===== config.mk =====
export PLATFORM = sky130hd
export DESIGN_NAME = rbcp_master_flat
export DESIGN_NICKNAME = d
export VERILOG_FILES = /design/src/rtl/rbcp_master_if.sv /design/src/rtl/rbcp_master.sv /design/src/flat_wrapper.sv
export SDC_FILE = /design/constraint.sdc
export NUM_CORES = 1
export LEC_CHECK = 0
export CORE_ASPECT_RATIO = 0.75
export CORE_MARGIN = 3
export CORE_UTILIZATION = 35
export CTS_CLUSTER_SIZE = 28
export DETAILED_ROUTE_END_ITERATION = 8
export PLACE_DENSITY = 0.61
export SETUP_SLACK_MARGIN = 0.3
export SYNTH_ARGS = -nofsm -noshare
export SYNTH_HDL_FRONTEND = slang
export SYNTH_SLANG_ARGS = --single-unit

===== constraint.sdc =====
create_clock -name CLK -period 2.7 [get_ports CLK]
set_clock_uncertainty 0.1 [all_clocks]
set_input_delay 0.54 -clock CLK [delete_from_list [all_inputs] [get_ports CLK]]
set_output_delay 0.54 -clock CLK [all_outputs]
set_load 0.1 [all_outputs]

===== src/rtl/rbcp_master_if.sv =====
// Bundle of the local command/data channels and the RBCP bus driven by rbcp_master.
// The master modport is the initiator's view; slave is the view of whatever sits opposite.
`timescale 1ns/1ps
interface rbcp_master_if;
    logic        CMD_VALID;
    logic        CMD_READY;
    logic        CMD_WRITE;
    logic [31:0] CMD_ADDR;
    logic [7:0]  CMD_LEN;
    logic        WD_VALID;
    logic        WD_READY;
    logic [7:0]  WD_DATA;
    logic        RD_VALID;
    logic [7:0]  RD_DATA;
    logic        DONE;
    logic        ERR;
    logic [7:0]  BYTE_CNT;
    logic        RBCP_ACT;
    logic [31:0] RBCP_ADDR;
    logic        RBCP_WE;
    logic [7:0]  RBCP_WD;
    logic        RBCP_RE;
    logic [7:0]  RBCP_RD;
    logic        RBCP_ACK;

    modport master (
        input  CMD_VALID, CMD_WRITE, CMD_ADDR, CMD_LEN, WD_VALID, WD_DATA, RBCP_RD, RBCP_ACK,
        output CMD_READY, WD_READY, RD_VALID, RD_DATA, DONE, ERR, BYTE_CNT,
               RBCP_ACT, RBCP_ADDR, RBCP_WE, RBCP_WD, RBCP_RE
    );

    modport slave (
        output CMD_VALID, CMD_WRITE, CMD_ADDR, CMD_LEN, WD_VALID, WD_DATA, RBCP_RD, RBCP_ACK,
        input  CMD_READY, WD_READY, RD_VALID, RD_DATA, DONE, ERR, BYTE_CNT,
               RBCP_ACT, RBCP_ADDR, RBCP_WE, RBCP_WD, RBCP_RE
    );
endinterface


===== src/rtl/rbcp_master.sv =====
// RBCP initiator: turns a byte-burst command into single-byte RBCP strobes with an
// auto-incrementing address, ACK timeout and per-command DONE/ERR/BYTE_CNT status.
`timescale 1ns/1ps
module rbcp_master #(
    parameter int TIMEOUT_CYCLES = 1024,
    parameter int ACT_LEAD       = 1
) (
    input logic           CLK,
    input logic           RST,
    rbcp_master_if.master bus
);
    typedef enum logic [2:0] {IDLE, LEAD, FETCH, STROBE, WAIT_ACK, FINISH} state_t;

    localparam logic [1:0]  LEAD_LAST = 2'(ACT_LEAD - 1);
    localparam logic [15:0] TO_LAST   = 16'(TIMEOUT_CYCLES - 1);

    state_t      state_q;
    logic        cmd_ready_q;
    logic        write_q;
    logic [31:0] addr_q;
    logic [7:0]  len_q;
    logic [1:0]  lead_cnt_q;
    logic [15:0] to_cnt_q;
    logic        wd_ready_q;
    logic [7:0]  wd_q;
    logic        we_q;
    logic        re_q;
    logic        act_q;
    logic        rd_valid_q;
    logic [7:0]  rd_data_q;
    logic        done_q;
    logic        err_q;
    logic [7:0]  byte_cnt_q;

    logic [31:0] addr_d;
    logic [7:0]  len_d;
    logic [7:0]  byte_cnt_d;

    always_comb begin
        addr_d     = addr_q + 32'd1;
        len_d      = len_q - 8'd1;
        byte_cnt_d = byte_cnt_q + 8'd1;
    end

    always_ff @(posedge CLK) begin
        if (RST) begin
            state_q     <= IDLE;
            cmd_ready_q <= 1'b0;
            write_q     <= 1'b0;
            addr_q      <= '0;
            len_q       <= '0;
            lead_cnt_q  <= '0;
            to_cnt_q    <= '0;
            wd_ready_q  <= 1'b0;
            wd_q        <= '0;
            we_q        <= 1'b0;
            re_q        <= 1'b0;
            act_q       <= 1'b0;
            rd_valid_q  <= 1'b0;
            rd_data_q   <= '0;
            done_q      <= 1'b0;
            err_q       <= 1'b0;
            byte_cnt_q  <= '0;
        end else begin
            done_q     <= 1'b0;
            rd_valid_q <= 1'b0;
            we_q       <= 1'b0;
            re_q       <= 1'b0;
            case (state_q)
                IDLE: begin
                    if (cmd_ready_q && bus.CMD_VALID) begin
                        cmd_ready_q <= 1'b0;
                        write_q     <= bus.CMD_WRITE;
                        addr_q      <= bus.CMD_ADDR;
                        len_q       <= bus.CMD_LEN;
                        err_q       <= 1'b0;
                        byte_cnt_q  <= '0;
                        lead_cnt_q  <= '0;
                        if (bus.CMD_LEN == 8'd0) begin
                            done_q  <= 1'b1;
                            state_q <= FINISH;
                        end else begin
                            act_q   <= 1'b1;
                            state_q <= LEAD;
                        end
                    end else begin
                        cmd_ready_q <= 1'b1;
                    end
                end
                LEAD: begin
                    if (lead_cnt_q == LEAD_LAST) begin
                        if (write_q) begin
                            wd_ready_q <= 1'b1;
                            state_q    <= FETCH;
                        end else begin
                            re_q    <= 1'b1;
                            state_q <= STROBE;
                        end
                    end else begin
                        lead_cnt_q <= lead_cnt_q + 2'd1;
                    end
                end
                // For reads this state is only the one-cycle gap between ACK and the next strobe.
                FETCH: begin
                    if (!write_q) begin
                        re_q    <= 1'b1;
                        state_q <= STROBE;
                    end else if (wd_ready_q && bus.WD_VALID) begin
                        wd_q       <= bus.WD_DATA;
                        wd_ready_q <= 1'b0;
                        we_q       <= 1'b1;
                        state_q    <= STROBE;
                    end
                end
                STROBE: begin
                    to_cnt_q <= 16'd1;
                    state_q  <= WAIT_ACK;
                end
                WAIT_ACK: begin
                    if (bus.RBCP_ACK) begin
                        rd_valid_q <= !write_q;
                        rd_data_q  <= bus.RBCP_RD;
                        byte_cnt_q <= byte_cnt_d;
                        addr_q     <= addr_d;
                        len_q      <= len_d;
                        if (len_q == 8'd1) begin
                            act_q   <= 1'b0;
                            done_q  <= 1'b1;
                            state_q <= FINISH;
                        end else begin
                            wd_ready_q <= write_q;
                            state_q    <= FETCH;
                        end
                    end else if (to_cnt_q == TO_LAST) begin
                        err_q   <= 1'b1;
                        act_q   <= 1'b0;
                        done_q  <= 1'b1;
                        state_q <= FINISH;
                    end else begin
                        to_cnt_q <= to_cnt_q + 16'd1;
                    end
                end
                FINISH: begin
                    cmd_ready_q <= 1'b1;
                    state_q     <= IDLE;
                end
                default: state_q <= IDLE;
            endcase
        end
    end

    assign bus.CMD_READY = cmd_ready_q;
    assign bus.WD_READY  = wd_ready_q;
    assign bus.RD_VALID  = rd_valid_q;
    assign bus.RD_DATA   = rd_data_q;
    assign bus.DONE      = done_q;
    assign bus.ERR       = err_q;
    assign bus.BYTE_CNT  = byte_cnt_q;
    assign bus.RBCP_ACT  = act_q;
    assign bus.RBCP_ADDR = addr_q;
    assign bus.RBCP_WE   = we_q;
    assign bus.RBCP_WD   = wd_q;
    assign bus.RBCP_RE   = re_q;
endmodule


===== src/flat_wrapper.sv =====
// flat-port wrapper written by rule: the top's interface ports become plain ports
module rbcp_master_flat 
#(
    parameter int TIMEOUT_CYCLES = 1024,
    parameter int ACT_LEAD       = 1
)
  (CLK, RST, bus_CMD_VALID, bus_CMD_WRITE, bus_CMD_ADDR, bus_CMD_LEN, bus_WD_VALID, bus_WD_DATA, bus_RBCP_RD, bus_RBCP_ACK, bus_CMD_READY, bus_WD_READY, bus_RD_VALID, bus_RD_DATA, bus_DONE, bus_ERR, bus_BYTE_CNT, bus_RBCP_ACT, bus_RBCP_ADDR, bus_RBCP_WE, bus_RBCP_WD, bus_RBCP_RE);
  rbcp_master_if bus_i ();
  input logic CLK;
  input logic RST;
  input wire logic [$bits(bus_i.CMD_VALID)-1:0] bus_CMD_VALID;
  input wire logic [$bits(bus_i.CMD_WRITE)-1:0] bus_CMD_WRITE;
  input wire logic [$bits(bus_i.CMD_ADDR)-1:0] bus_CMD_ADDR;
  input wire logic [$bits(bus_i.CMD_LEN)-1:0] bus_CMD_LEN;
  input wire logic [$bits(bus_i.WD_VALID)-1:0] bus_WD_VALID;
  input wire logic [$bits(bus_i.WD_DATA)-1:0] bus_WD_DATA;
  input wire logic [$bits(bus_i.RBCP_RD)-1:0] bus_RBCP_RD;
  input wire logic [$bits(bus_i.RBCP_ACK)-1:0] bus_RBCP_ACK;
  output wire logic [$bits(bus_i.CMD_READY)-1:0] bus_CMD_READY;
  output wire logic [$bits(bus_i.WD_READY)-1:0] bus_WD_READY;
  output wire logic [$bits(bus_i.RD_VALID)-1:0] bus_RD_VALID;
  output wire logic [$bits(bus_i.RD_DATA)-1:0] bus_RD_DATA;
  output wire logic [$bits(bus_i.DONE)-1:0] bus_DONE;
  output wire logic [$bits(bus_i.ERR)-1:0] bus_ERR;
  output wire logic [$bits(bus_i.BYTE_CNT)-1:0] bus_BYTE_CNT;
  output wire logic [$bits(bus_i.RBCP_ACT)-1:0] bus_RBCP_ACT;
  output wire logic [$bits(bus_i.RBCP_ADDR)-1:0] bus_RBCP_ADDR;
  output wire logic [$bits(bus_i.RBCP_WE)-1:0] bus_RBCP_WE;
  output wire logic [$bits(bus_i.RBCP_WD)-1:0] bus_RBCP_WD;
  output wire logic [$bits(bus_i.RBCP_RE)-1:0] bus_RBCP_RE;
  assign bus_i.CMD_VALID = bus_CMD_VALID;
  assign bus_i.CMD_WRITE = bus_CMD_WRITE;
  assign bus_i.CMD_ADDR = bus_CMD_ADDR;
  assign bus_i.CMD_LEN = bus_CMD_LEN;
  assign bus_i.WD_VALID = bus_WD_VALID;
  assign bus_i.WD_DATA = bus_WD_DATA;
  assign bus_i.RBCP_RD = bus_RBCP_RD;
  assign bus_i.RBCP_ACK = bus_RBCP_ACK;
  assign bus_CMD_READY = bus_i.CMD_READY;
  assign bus_WD_READY = bus_i.WD_READY;
  assign bus_RD_VALID = bus_i.RD_VALID;
  assign bus_RD_DATA = bus_i.RD_DATA;
  assign bus_DONE = bus_i.DONE;
  assign bus_ERR = bus_i.ERR;
  assign bus_BYTE_CNT = bus_i.BYTE_CNT;
  assign bus_RBCP_ACT = bus_i.RBCP_ACT;
  assign bus_RBCP_ADDR = bus_i.RBCP_ADDR;
  assign bus_RBCP_WE = bus_i.RBCP_WE;
  assign bus_RBCP_WD = bus_i.RBCP_WD;
  assign bus_RBCP_RE = bus_i.RBCP_RE;
  rbcp_master #(.TIMEOUT_CYCLES(TIMEOUT_CYCLES), .ACT_LEAD(ACT_LEAD)) u_core (.CLK(CLK), .RST(RST), .bus(bus_i));
endmodule

======== Word-level counts from Yosys, hierarchy flattened ========
Index checks and enable logic that the tools add are counted.
word-level totals
  logic and storage cells ................. 125
  register bits after elaboration ......... 94
  output and inout port bits .............. 64
  input bits .............................. 62
operators by class
  eq/ne operators ......................... 22
  muxes and demuxes ....................... 54
  reductions and logical operators ........ 23
  bitwise gates (word level) .............. 4
  add/sub/neg operators ................... 5
operators with widths
  cell                                                                     number
  32-bit two-way mux                                                       2
  32-bit case mux with 2 select lines                                      1
  32-bit by 1-bit adder with 32-bit output, second input constant          1
  16-bit two-way mux                                                       2
  8-bit two-way mux                                                        4
  16-bit case mux with 2 select lines                                      1
  8-bit case mux with 2 select lines                                       2
  1-bit two-way mux                                                        24
  3-bit two-way mux                                                        8
  16-bit by 1-bit adder with 16-bit output, second input constant          1
  16-bit by 10-bit equality test with 1-bit output, second input constant  1
  3-bit case mux with 5 select lines                                       1
  2-bit by 1-bit != test with 1-bit output, second input constant          6
  2-bit != test, second input constant                                     6
  3-bit AND reduction                                                      4
  1-bit case mux with 2 select lines                                       5
  8-bit by 1-bit adder with 8-bit output, second input constant            1
  8-bit by 1-bit equality test with 1-bit output, second input constant    1
  8-bit logical NOT                                                        1
  4-bit AND reduction                                                      2
  2-bit nonzero test                                                       4
  8-bit by 1-bit subtractor with 8-bit output, second input constant       1
  7-bit AND reduction                                                      1
  3-bit by 2-bit equality test with 1-bit output, second input constant    2
  other kinds (17)                                                         26

======== Logic depth before layout (Yosys ltp) ========
Gate-level depths: netlist (run 1).
  depth in word-level cells ............... 4
  gate-level depth with buffers ........... 8
  mapped depth without buffers ............ 7

======== Worst setup path after synthesis (run 1) ========
Ideal clock, no wire load.
  path type ............................... register -> register
  from .................................... reg u_core.addr_q[0], in the netlist u_core.bus.RBCP_ADDR[0]
  to ...................................... reg u_core.addr_q[24], in the netlist u_core.bus.RBCP_ADDR[24]
  data required time ...................... 2526 ps
  period minus slack after synthesis ...... 2813 ps
  library setup time ...................... 74 ps
  data arrival time ....................... 2639 ps
  path buffers ............................ 0
  stages on the path, launching flop included .. 7
  path slack .............................. -113 ps
  cell sequence ........................... dfxtp_1 > ha_1 > nand3_1 > nor4_4 > nand4_1 > or3_1 > a31oi_1
between the ends
  cells in the longest elaborated chain, start to end .. 3
ends and longest elaborated chain
  item                                      RTL line            text
  start: declaration                        rbcp_master.sv:20   logic [31:0] addr_q;
  start signal: assignment                  rbcp_master.sv:74   addr_q <= bus.CMD_ADDR;
  start signal: assignment                  rbcp_master.sv:124  addr_q <= addr_d;
  32-bit by 1-bit adder with 32-bit output  rbcp_master.sv:40   addr_d = addr_q + 32'd1;
  32-bit two-way mux                        rbcp_master.sv:120  if (bus.RBCP_ACK) begin
  32-bit case mux with 2 select lines       rbcp_master.sv:69   case (state_q)
No other way between the ends. The select of a mux whose other input is x is not followed.
A chain may end at the register's enable or synchronous reset.

======== Worst setup path after layout (run 1) ========
  from .................................... reg u_core.to_cnt_q[0]
  to ...................................... reg u_core.state_q[1]
between the ends
  cells in the longest elaborated chain, start to end .. 3
ends and longest elaborated chain
  item                                                       RTL line            text
  start: declaration                                         rbcp_master.sv:23   logic [15:0] to_cnt_q;
  start signal: assignment                                   rbcp_master.sv:140  to_cnt_q <= to_cnt_q + 16'd1;
  16-bit by 10-bit equality test with 1-bit output           rbcp_master.sv:134  end else if (to_cnt_q == TO_LAST) begin
  3-bit by 2-bit != test with 1-bit output (no source line)  n/a
  4-bit AND reduction (no source line)                       n/a
  end signal: assignment                                     rbcp_master.sv:132  state_q <= FETCH;
  end signal: assignment                                     rbcp_master.sv:138  state_q <= FINISH;
  end signal: assignment                                     rbcp_master.sv:145  state_q <= IDLE;
  end: declaration                                           rbcp_master.sv:17   state_t state_q;
No other way between the ends.

==> results.yml, run 1 <==
finish:
  n_fill_cell: 1334
  final_layout_size_suffix_gt1_share_pct: 20.6
  diodes: 0
  finalNetCount: 830
  syn2layout_area_growth_pct: 32.8
  final_area_um2: 6750
synth:
  synth_edf_count: 0
  synth_seq_area_share_pct: 37.1
  ys_types: 72
  synth_top_area_share_pct: 37.1
  synth_cells: 647
  synth.net_count: 715
  ys.flop_type: "dfxtp_1"
  ys_warn_count: 0
  synth_most_common_cell: "dfxtp_1"
  yosys.area.top_type: "dfxtp_1"
  ys_ff_latch: 94
  ys_top_cells_by_count: "dfxtp_1 (94), nor2_1 (80), nand2_1 (77)"
  syn_area_um2: 5080
  async_reset_ff_share_pct: 0
  postSynthAreaPerCell_um2: 7.85
  synthTopCellsByArea: "dfxtp_1 (37%), nor2_1 (5.9%), nand2_1 (5.7%)"
worst_setup_path:
  cp_max_fo: 14
  crit_type: "flop to flop"
  crit_arrival_ns: 2.42
  end_kind: "flop"
  start_kind: "flop"
  required_ns: 2.85
cts:
  post-cts-setup-buffers: 0
  cts_inserted_buffers: 9
  cts.sinks: 94
  clkTransAtPathRegs_ns: 0.07
  root_buffer: "clkbuf_16"
  cts.htree.levels: 3
  insertion_delay_ns: 0.35
  cts_buffer_depth: 2
  cts_tree: "built"
grt:
  grt_pass1_vias: 4888
  gr-usage-met1_pct: 25.9
  grt_max_degree: 51
  grt_first_pass_wirelength_mm: 24.9
  met2_usage_pct: 30.2
  track_usage_pct: 19.1
  grt_busiest_layer: "met2"
  antenna_found_initial: 0
  use_met3_pct: 4.99
  gr-total-overflow: 0
timing:
  fmax_ghz: 0.441
  whs_ns: 0.357
  tns_ns: 0
  setup_ws_ns: 0.433
  finalSetupViolCount: 0
  drv_slew: 0
  post-route-min-period_ns: 2.27
  slew_headroom_pct: 62.5
  fin_crit_sh_pct: 84.0
  hold_viol: 0
  tightestPinTransition_ns: 0.559
  rsz0062_at_grt: "false"
detailed_routing:
  vias: 5246
  avgViaCountPerCell: 5.45
  dr.pass1.iters: 5
  drcViolationCount: 0
  wire_per_inst_um: 16.3
  routed_wl_mm: 15.7
  drt_iter0_drc: 315
  ant_nets: 0
floorplanning:
  initial_core_util_pct: 36.4
  die_w_um: 145
  coreArea_um2: 13900
  boundaryPins: 126
  num_rows: 37
  die_h_um: 110
  die_area_um2: 16000
power:
  seq_power_share_pct: 41.1
  clockPowerShare_pct: 32.1
  p_total_mw: 3.83
  p_per_area_nw_per_um2: 568
  p_comb_share_pct: 26.8
  ir_drop_v: 0.000308
  p_leak_nw: 2.53
  switching_share_pct: 36.6
  internal_power_mw: 2.43
  p_sw_mw: 1.40
placement:
  dp_hpwl_mm: 11.2
  io_buffers: 125
  placed_area_um2: 6450
  pre_cts_ws_ns: 0.169
  gp_congestion: 0.860
min_path:
  hp-class: "flop to flop"
flow_run:
  drv_cap: 0
outcome:
  status: "completed"
## sequential cells by signal, indices dropped and copies added, names as in the netlist, 2 cells and up
register              flops
u_core.bus.RBCP_WD        8
u_core.bus.RD_DATA        8
u_core.bus.BYTE_CNT       8
u_core.to_cnt_q          16
u_core.len_q              8
u_core.bus.RBCP_ADDR     32
u_core.lead_cnt_q         2
u_core.state_q            3
## layout by cell type (no fill, tap or decap), types with 5 or more instances in the layout
| cell | n |
|---|---|
| buf_4 | 84 |
| nor2_1 | 80 |
| nand2_1 | 77 |
| dfxtp_1 | 67 |
| clkdlybuf4s50_1 | 60 |
| a21oi_1 | 51 |
| o21ai_0 | 32 |
| nand3_1 | 28 |
| dfxtp_2 | 27 |
| nand4_1 | 18 |
| nor3_1 | 16 |
| a31oi_1 | 16 |
| mux2i_1 | 11 |
| xor2_1 | 11 |
| inv_1 | 10 |
| and3_1 | 10 |
| nor4_1 | 9 |
| clkbuf_16 | 9 |
| and2_1 | 8 |
| xnor2_1 | 8 |
| a211oi_1 | 8 |
| or3_1 | 7 |
| or4_1 | 7 |
| nand2b_1 | 7 |
| a22oi_1 | 7 |
| and4_1 | 6 |
| ha_1 | 5 |
## stage by stage
stage / utilization [%] / std cells
after CTS: 48.3 / 962
after floorplan: - / 647
after detailed placement: 46.3 / 946
after global routing: 48.4 / 962
after global placement: 46.3 / 946
final: 48.4 / 962
## kinds of logic (layout without fill, tap and decap cells)
kind of cell,Yosys count,count (layout),synth area share [%]
and+or+nand+nor,303,303,31.1
AOI/OAI and AO/OA,156,156,19.3
buffers and inverters,54,174,4.66
muxes,15,15,3.06
DFF,94,94,37.1
xor gates and xnor gates,19,19,3.28
adders and majority gates,6,6,1.48
## power by group through the flow
stage | registers (mW) | logic, mW | clock network, mW
after floorplan | 1.99 | 0.310 | 0
after global placement | 1.60 | 1.01 | 0
after detailed placement | 1.60 | 1.02 | 0
after CTS | 1.57 | 1.03 | 1.27
after global routing | 1.59 | 1.09 | 1.32
final | 1.57 | 1.03 | 1.23
## layout make-up
cell class / instances / area, um2 / area share [%]
timing repair buffer: 148 / 1290 / 19.1
clock buffer: 10 / 239 / 3.54
tap: 195 / 244 / 3.62
clock inverter: 6 / 46.3 / 0.686
inverter: 10 / 37.5 / 0.556
sequential: 94 / 1920 / 28.4
multi-input combinational: 499 / 2980 / 44.1
## worst max-delay path, stage by stage (launching register included)
cell	delay, ns
dfxtp_2	0.37
ha_2	0.21
or4b_1	0.45
or4_1	0.43
buf_6	0.18
nand2_4	0.11
nand2_2	0.06
o41ai_2	0.27
## per-layer routing
metal	wire (um)	vias to the layer above
met5	0	-
met4	276	0
met3	1200	20
met2	6970	198
met1	7280	2452
li1	-	2576
## path summary, 6_finish.rpt
kind | start | end | slack [ns] | depth (start not counted)
worst max register to register | u_core.to_cnt_q[0]$_SDFFE_PP0P_ | u_core.state_q[1]$_SDFFE_PP0P_ | 0.43 | 7
worst min register to register | u_core.bus.RD_DATA[0]$_SDFFE_PP0N_ | u_core.bus.RD_DATA[0]$_SDFFE_PP0N_ | 0.36 | 2
worst max-delay path | u_core.to_cnt_q[0]$_SDFFE_PP0P_ | u_core.state_q[1]$_SDFFE_PP0P_ | 0.43 | 7
worst min-delay path | u_core.bus.RD_DATA[0]$_SDFFE_PP0N_ | u_core.bus.RD_DATA[0]$_SDFFE_PP0N_ | 0.36 | 2
## timing repair
item,4_1_cts,5_1_grt
resized for setup,0,5
hold buffers,0,0
setup endpoints to repair,0,12
No activity file was read; power rests on OpenSTA's default activity.
==> run 2: changes to the inputs <==
==> constraint.sdc (replaced) <==
create_clock -name CLK -period 2.13 [get_ports CLK]
set_clock_uncertainty 0.1 [all_clocks]
set_input_delay 0.426 -clock CLK [delete_from_list [all_inputs] [get_ports CLK]]
set_output_delay 0.426 -clock CLK [all_outputs]
set_load 0.1 [all_outputs]
==> results.yml, run 2 (same netlist as run 1, synthesis figures left out) <==
outcome:
  status: "finished, violations left"
  violations: "negative setup slack"
grt:
  grt_first_pass_wirelength_mm: 26.5
  grt_max_degree: 34
  gr-total-overflow: 0
  grt_pass1_vias: 5253
  track_usage_pct: 20.1
  antenna_found_initial: 0
finish:
  syn2layout_area_growth_pct: 58.6
  final_common_cell: "buf_4"
  largest_reg_flops: 32
  diodes: 0
  n_fill_cell: 1197
  fin_util_pct: 57.8
  final_layout_size_suffix_gt1_share_pct: 35.8
  finalNetCount: 912
  final_cell_mix: "buf_4 (141), nor2_1 (74), nand2_1 (72)"
power:
  p_per_area_nw_per_um2: 627
  p_leak_nw: 3.21
  ir_drop_v: 0.000399
worst_setup_path:
  end_kind: "flop"
  reg2reg_to: "u_core.state_q[1]$_SDFFE_PP0P_"
  crit-reg2reg-launch: "u_core.to_cnt_q[0]$_SDFFE_PP0P_"
  slowest_delay_ns: 0.46
  crit_buf_inv: 2
  start_kind: "flop"
  required_ns: 2.28
  crit_type: "flop to flop"
  worstPathCellList: "ha_4 -> or4b_4 -> or4_4 -> buf_6 -> nand2_8 -> buf_6 -> nand2_4 -> o41ai_4"
  cp_slowest_cell: "or4b_4"
  reg2reg_depth: 8
  cp_max_fo: 6
  crit_family: "simple AND/OR/NAND/NOR gates"
  r2r_slack_ns: -0.05
  crit_arrival_ns: 2.33
  cpMostUsedCell: "buf_6"
cts:
  root_buffer: "clkbuf_16"
  insertion_delay_ns: 0.35
  cts.sinks: 94
  clkTransAtPathRegs_ns: 0.07
  cts_inserted_buffers: 9
  cts_buffer_depth: 2
  cts.htree.levels: 3
  cts_tree: "built"
min_path:
  holdPathStages: 2
  hp-start: "RST"
  hp-class: "input port to flop"
  min_to: "u_core.to_cnt_q[1]$_SDFFE_PP0P_"
floorplanning:
  boundaryPins: 126
  coreArea_um2: 13900
  num_rows: 37
  die_area_um2: 16000
  die_h_um: 110
  initial_core_util_pct: 36.4
  die_w_um: 145
timing:
  post-route-min-period_ns: 2.18
  whs_ns: 0.345
  hold_viol: 0
  setup_ws_ns: -0.0515
  finalSetupViolCount: 8
  drv_slew: 0
  fmax_ghz: 0.458
  rsz0062_at_grt: "true"
  slew_headroom_pct: 61.8
  fin_crit_sh_pct: 102
  tightestPinTransition_ns: 0.573
detailed_routing:
  wire_per_inst_um: 16.6
  drt_iter0_drc: 318
  ant_nets: 0
  vias: 5605
  avgViaCountPerCell: 5.37
  dr.pass1.iters: 5
  drcViolationCount: 0
  routed_wl_mm: 17.4
placement:
  gp_congestion: 0.858
  dp_hpwl_mm: 11.7
  pre_cts_ws_ns: -0.262
  io_buffers: 125
flow_run:
  drv_cap: 0
[run 2: power by group]
part / internal (mW) / switching, mW / total, mW
combinational: 0.510 / 0.984 / 1.49
sequential: 1.87 / 0.135 / 2.00
clock: 0.809 / 0.750 / 1.56
total: 3.18 / 1.87 / 5.05
[run 2: area by class of cell]
type / count / area (um2) / area share (%)
well taps: 195 / 244 / 3.03
clock buffers: 9 / 225 / 2.80
repair buffers: 230 / 2110 / 26.2
clock inverters: 7 / 55.1 / 0.684
inverters: 10 / 37.5 / 0.466
flip-flops and latches: 94 / 2000 / 24.8
multi-input cells: 499 / 3380 / 42.0
[run 2: how the worst max path moves through the flow]
stage	endpoint	depth (start not counted)	from
2_1_floorplan	u_core.to_cnt_q[7]$_SDFFE_PP0P_	8	u_core.to_cnt_q[0]$_SDFFE_PP0P_
3_3_place_gp	u_core.to_cnt_q[12]$_SDFFE_PP0P_	8	bus_RBCP_ACK
3_5_place_dp	u_core.to_cnt_q[12]$_SDFFE_PP0P_	8	bus_RBCP_ACK
4_1_cts	u_core.state_q[1]$_SDFFE_PP0P_	8	u_core.to_cnt_q[0]$_SDFFE_PP0P_
5_1_grt	u_core.bus.RBCP_ACT$_SDFFE_PP0P_	7	u_core.to_cnt_q[0]$_SDFFE_PP0P_
6_report	u_core.state_q[1]$_SDFFE_PP0P_	8	u_core.to_cnt_q[0]$_SDFFE_PP0P_
[run 2: metrics by stage]
step | power, mW | cells | TNS (ns) | instance area [um2]
CTS | 4.98 | 1018 | -0.106 | 7450
detailed placement | 3.38 | 985 | -4.76 | 6920
finish | 5.05 | 1044 | -0.167 | 8050
global placement | 3.36 | 985 | -2.95 | 6920
floorplan | 2.93 | 647 | 0 | 5300
global route | 5.25 | 1044 | -0.975 | 8050
[run 2: routing by layer]
| layer | up-vias | track usage [%] | part of all wire (%) | routed length, um |
|---|---|---|---|---|
| met5 | - | 0 | 0 | 0 |
| met4 | 0 | 4.81 | 1.0 | 174 |
| met3 | 20 | 4.33 | 6.1 | 1050 |
| met1 | 2660 | 27.9 | 47 | 8100 |
| li1 | 2750 | - | - | - |
| met2 | 175 | 32.2 | 46 | 8020 |
[run 2: worst reg2reg max path: cells and delay by family, from the launching register on]
kind | cells | cell delay [ns]
adders and majority gates | 1 | 0.13
AOI/OAI and AO/OA | 1 | 0.20
and+or+nand+nor | 4 | 1.04
buffers and inverters | 2 | 0.26
DFF | 1 | 0.36
[run 2: repair_timing]
action / 4_1_cts / 5_1_grt
gates resized for setup: 31 / 83
hold buffers: 0 / 0
pin swaps: 9 / 40
cloned: 1 / 3
endpoints found under the setup margin: 51 / 66
buffers inserted: 16 / 23
